`src/rtl/gate_sweep_ctrl.sv`:
```
// Truth-table sweep controller: drives every input vector onto a small gate, samples its output
// and scores it against EXP_TABLE. Optional macro GATE_SWEEP_STOP_ON_FAIL_EN ends on first mismatch.
module gate_sweep_ctrl #(
    parameter int unsigned            N_IN       = 2,
    parameter int unsigned            SETTLE_CYC = 2,
    parameter logic [(1<<N_IN)-1:0]   EXP_TABLE  = 4'b0110
) (
    input  logic            clk,
    input  logic            rst,
    input  logic            start,
    input  logic            gate_out,
    output logic [N_IN-1:0] vec_out,
    output logic            busy,
    output logic            done,
    output logic            pass,
    output logic [N_IN:0]   fail_count,
    output logic [N_IN-1:0] first_fail_vec,
    output logic            fail_valid
);

    localparam logic [N_IN-1:0] LAST_VEC    = '1;
    localparam logic [N_IN:0]   FAIL_MAX    = {1'b1, {N_IN{1'b0}}};
    localparam logic [3:0]      SETTLE_LOAD = (SETTLE_CYC == 0) ? 4'd0 : 4'(SETTLE_CYC - 1);

    typedef enum logic [2:0] {StIdle, StApply, StSettle, StSample, StDone} state_e;

    state_e     state;
    logic [3:0] settle_cnt;
    logic       mismatch;
    logic       sweep_end;

    assign mismatch = (gate_out != EXP_TABLE[vec_out]);

`ifdef GATE_SWEEP_STOP_ON_FAIL_EN
    assign sweep_end = (vec_out == LAST_VEC) || mismatch;
`else
    assign sweep_end = (vec_out == LAST_VEC);
`endif

    always_ff @(posedge clk or posedge rst) begin
        if (rst) begin
            state          <= StIdle;
            settle_cnt     <= 4'd0;
            vec_out        <= '0;
            busy           <= 1'b0;
            done           <= 1'b0;
            pass           <= 1'b0;
            fail_count     <= '0;
            first_fail_vec <= '0;
            fail_valid     <= 1'b0;
        end else begin
            done <= 1'b0;
            unique case (state)
                StIdle: begin
                    if (start) begin
                        state      <= StApply;
                        vec_out    <= '0;
                        busy       <= 1'b1;
                        fail_count <= '0;
                        fail_valid <= 1'b0;
                        pass       <= 1'b0;
                    end
                end
                StApply: begin
                    if (SETTLE_CYC > 0) begin
                        state      <= StSettle;
                        settle_cnt <= SETTLE_LOAD;
                    end else begin
                        state <= StSample;
                    end
                end
                StSettle: begin
                    if (settle_cnt == 4'd0) begin
                        state <= StSample;
                    end else begin
                        settle_cnt <= settle_cnt - 4'd1;
                    end
                end
                StSample: begin
                    if (mismatch) begin
                        if (fail_count != FAIL_MAX) begin
                            fail_count <= fail_count + {{N_IN{1'b0}}, 1'b1};
                        end
                        if (!fail_valid) begin
                            first_fail_vec <= vec_out;
                            fail_valid     <= 1'b1;
                        end
                    end
                    if (sweep_end) begin
                        state <= StDone;
                        busy  <= 1'b0;
                        done  <= 1'b1;
                        // include the mismatch being scored on this same edge
                        pass  <= (fail_count == '0) && !mismatch;
                    end else begin
                        state   <= StApply;
                        vec_out <= vec_out + {{(N_IN-1){1'b0}}, 1'b1};
                    end
                end
                StDone: begin
                    state <= StIdle;
                end
                default: begin
                    state <= StIdle;
                end
            endcase
        end
    end

endmodule

```
`config.mk`:
```
export PLATFORM = sky130hd
export DESIGN_NAME = gate_sweep_ctrl
export DESIGN_NICKNAME = d
export VERILOG_FILES = /design/src/rtl/gate_sweep_ctrl.sv
export SDC_FILE = /design/constraint.sdc
export NUM_CORES = 1
export LEC_CHECK = 0
export CAP_MARGIN = 15
export CORE_ASPECT_RATIO = 1.2
export CORE_UTILIZATION = 30
export CTS_CLUSTER_DIAMETER = 60
export DETAILED_ROUTE_END_ITERATION = 10
export PLACE_DENSITY_LB_ADDON = 0.15
export RECOVER_POWER = 50
export SYNTH_ARGS = -nofsm -noshare
export SYNTH_HDL_FRONTEND = slang
export SYNTH_SLANG_ARGS = --single-unit
```
`constraint.sdc`:
```
create_clock -name clk -period 2 [get_ports clk]
set_clock_uncertainty 0.1 [all_clocks]
set_input_delay 0.4 -clock clk [delete_from_list [all_inputs] [get_ports clk]]
set_output_delay 0.4 -clock clk [all_outputs]
set_load 0.01 [all_outputs]
```
==> flow_metrics.py <==
metrics = {
    "timing": {
        "min_period_ns": 1.79,
        "fmaxAchievable_mhz": 558,
        "drv_slew": 0,
        "rsz0062_at_grt": "no",
        "slew_headroom_pct": 35.5,
        "fin_setup_tns_ns": 0,
        "min_period_over_period_pct": 89.6,
        "hold_viol_final": 0,
        "setup_viol": 0,
        "worst_pin_slew_ns": 0.967,
    },
    "floorplanning": {
        "core_um2": 3030,
        "start_util_pct": 31.4,
        "rows": 22,
        "dieWidth_um": 53.4,
        "die_area_um2": 3400,
        "boundaryPins": 15,
        "die_h_um": 63.7,
    },
    "logic_synthesis": {
        "synth_top_cell_by_area": "dfrtp_1",
        "synth_top_family_by_area": "simple AND/OR/NAND/NOR gates",
        "synthSimpleGateAreaFrac_pct": 18.5,
        "synth_common_cells": "dfrtp_1 (18), inv_1 (10), nand2_1 (8)",
        "synth_cell_types": 33,
        "synth_nets": 99,
        "syn_inst": 91,
        "yosysWarnings": 0,
        "synth_xor_area_share_pct": 1.84,
        "seq_area_frac_synth_pct": 47.3,
        "synth_compound_area_share_pct": 11.8,
        "synth_edf_count": 0,
        "synth.most_common_cell": "dfrtp_1",
        "yosys_most_used_dff": "dfrtp_1",
        "syn-cell-area_um2": 952,
        "synth_top_area_share_pct": 47.3,
        "synth_seq_cells": 18,
        "synthMuxAreaShare_pct": 7.62,
        "synth_area_leaders": "dfrtp_1 (47%), ha_1 (5.3%), mux2i_1 (5.3%)",
        "syn_area_per_cell_um2": 10.5,
        "ys_async_sr_fraction_pct": 100,
        "synthAdderAreaFrac_pct": 5.26,
    },
    "global_routing": {
        "overflow": 0,
        "grt_pass1_vias": 652,
        "antenna_found_initial": 0,
        "grtUsageTotal_pct": 11.3,
        "grt_pass1_wl_um": 2840,
        "grt_max_degree": 19,
    },
    "routing": {
        "remaining_drc_errors": 0,
        "topRoutingLayerUsed": "met4",
        "met1Wirelength_um": 820,
        "wl_per_cell_um": 11.3,
        "wl_met3_um": 83,
        "drtAntennaViolNets": 0,
        "via_per_inst": 4.68,
        "dr_wl_met2_um": 704,
        "routed_wl_um": 1630,
        "drt_iter0_drc": 8,
        "vias": 674,
        "drtPass1Iterations": 3,
    },
    "cells_and_area": {
        "nFillCells": 313,
        "num_antenna_cells": 0,
        "fin_nets": 117,
        "fin_area_um2": 1150,
        "utilization_pct": 38.1,
        "final_layout_size_suffix_gt1_share_pct": 9.26,
        "area_growth_pct": 21.2,
    },
    "worst_setup_path": {
        "crit_arrival_ns": 1.29,
        "slowest_stage": "clkdlybuf4s50_1",
        "crit_fanout": 5,
        "crit_buf_inv": 1,
        "endpoint_kind": "output pin",
        "path_class": "reg -> out",
        "critical-path-top-delay-family": "buffers and inverters",
        "worstPathCellList": "clkdlybuf4s50_1",
        "cp-start-kind": "flop",
        "critPathRequiredTime_ns": 1.50,
        "path_depth": 1,
        "slowest_delay_ns": 0.57,
        "r2r_end": "fail_count[2]",
        "endpoint": "fail_count[2]",
        "reg2reg_from": "state[1]",
        "worstRegToRegCells": 3,
        "crit_start": "fail_count[2]",
        "rrSetupSlack_ns": 0.28,
    },
    "clock_network": {
        "cts_sinks": 18,
        "cts_made_buffers": 3,
        "cts_max_level": 1,
        "ctsResizeCount": 0,
        "insertion_delay_ns": 0.28,
        "cts_buffer_depth": 2,
        "cts_tree": "done",
        "post_cts_buffers": 0,
        "cts-hold-fix-buffers": 0,
        "clkTransAtPathRegs_ns": 0.10,
        "cts-root-buf": "clkbuf_4",
    },
    "place": {
        "gp_congestion": 0.717,
        "hpwl_um": 1200,
        "placed_cell_area_um2": 1120,
        "portBuffers": 14,
    },
    "power": {
        "ir_worst_vdd_v": 0.000647,
        "power_density_nw_per_um2": 1550,
        "total_power_mw": 1.79,
        "leakage_nw": 0.528,
    },
    "flow_run": {
        "cap_violations": 0,
    },
    "worst_hold_path": {
        "hp-class": "reg -> reg",
    },
    "run_status": {
        "status": "finished clean",
    },
}
## worst min-delay path, stage by stage (launching register included)
cell	delay, ns
dfrtp_1	0.36
nand2_1	0.05
nand2_1	0.06
## cells in the final DEF, fill, tap and decap left out, drive strengths merged, types with 3 or more instances in the layout
master	n
a21oi	4
ha	4
nor3	3
clkdlybuf4s50	13
dfrtp	18
clkbuf	5
nand2	8
o21ai	3
inv	10
nor2	4
mux2i	5
## routing by layer
metal  vias up  track usage, %
met4         0            3.95
met2         9            16.4
li1        350               -
met1       313            15.4
met3         2            3.62
met5         -               0
## worst min path at each step
| stage | start | slack [ns] | end | cells past startpoint |
|---|---|---|---|---|
| finish | busy | 0.40 | busy | 2 |
| CTS | rst | 0.32 | state[0] | 3 |
| global placement | busy | 0.37 | busy | 2 |
| detailed placement | busy | 0.38 | busy | 2 |
| floorplan | rst | 0.24 | busy | 1 |
| global route | settle_cnt[0] | 0.44 | settle_cnt[0] | 1 |
## kinds of logic after synthesis
| kind of cell | count (synthesis) |
|---|---|
| adder cells (fa/ha/maj) | 4 |
| buffers and inverters | 14 |
| flip-flops | 18 |
| AO/OA/AOI/OAI | 16 |
| multiplexers | 7 |
| AND/OR/NAND/NOR | 30 |
| XOR/XNOR | 2 |
## cell type report
cell class	count	area (um^2)	share of cell area, %
flip-flops and latches	18	450	39.0
multi-input cells	59	425	36.9
repair buffers	17	159	13.8
well taps	36	45.0	3.90
inverters	10	37.5	3.25
clock buffers	4	36.3	3.15
## metrics by stage
step                      hold WS (ns)  worst slack [ns]  cells
after floorplan                  0.239             0.261     91
final                            0.400             0.207    144
after global placement           0.372             0.167    140
after CTS                        0.324             0.201    144
after global routing             0.439             0.151    144
after detailed placement         0.377             0.133    140
## where the power goes
group | switching, mW | internal, mW
combinational | 0.410 | 0.477
sequential | 0.171 | 0.513
clock | 0.111 | 0.111
## sequential cells by signal, summed over array words and instances, names as in the netlist
name	count
done	1
state	3
pass	1
settle_cnt	4
busy	1
first_fail_vec	2
fail_valid	1
fail_count	3
vec_out	2
(Power assumes the default switching activity.)
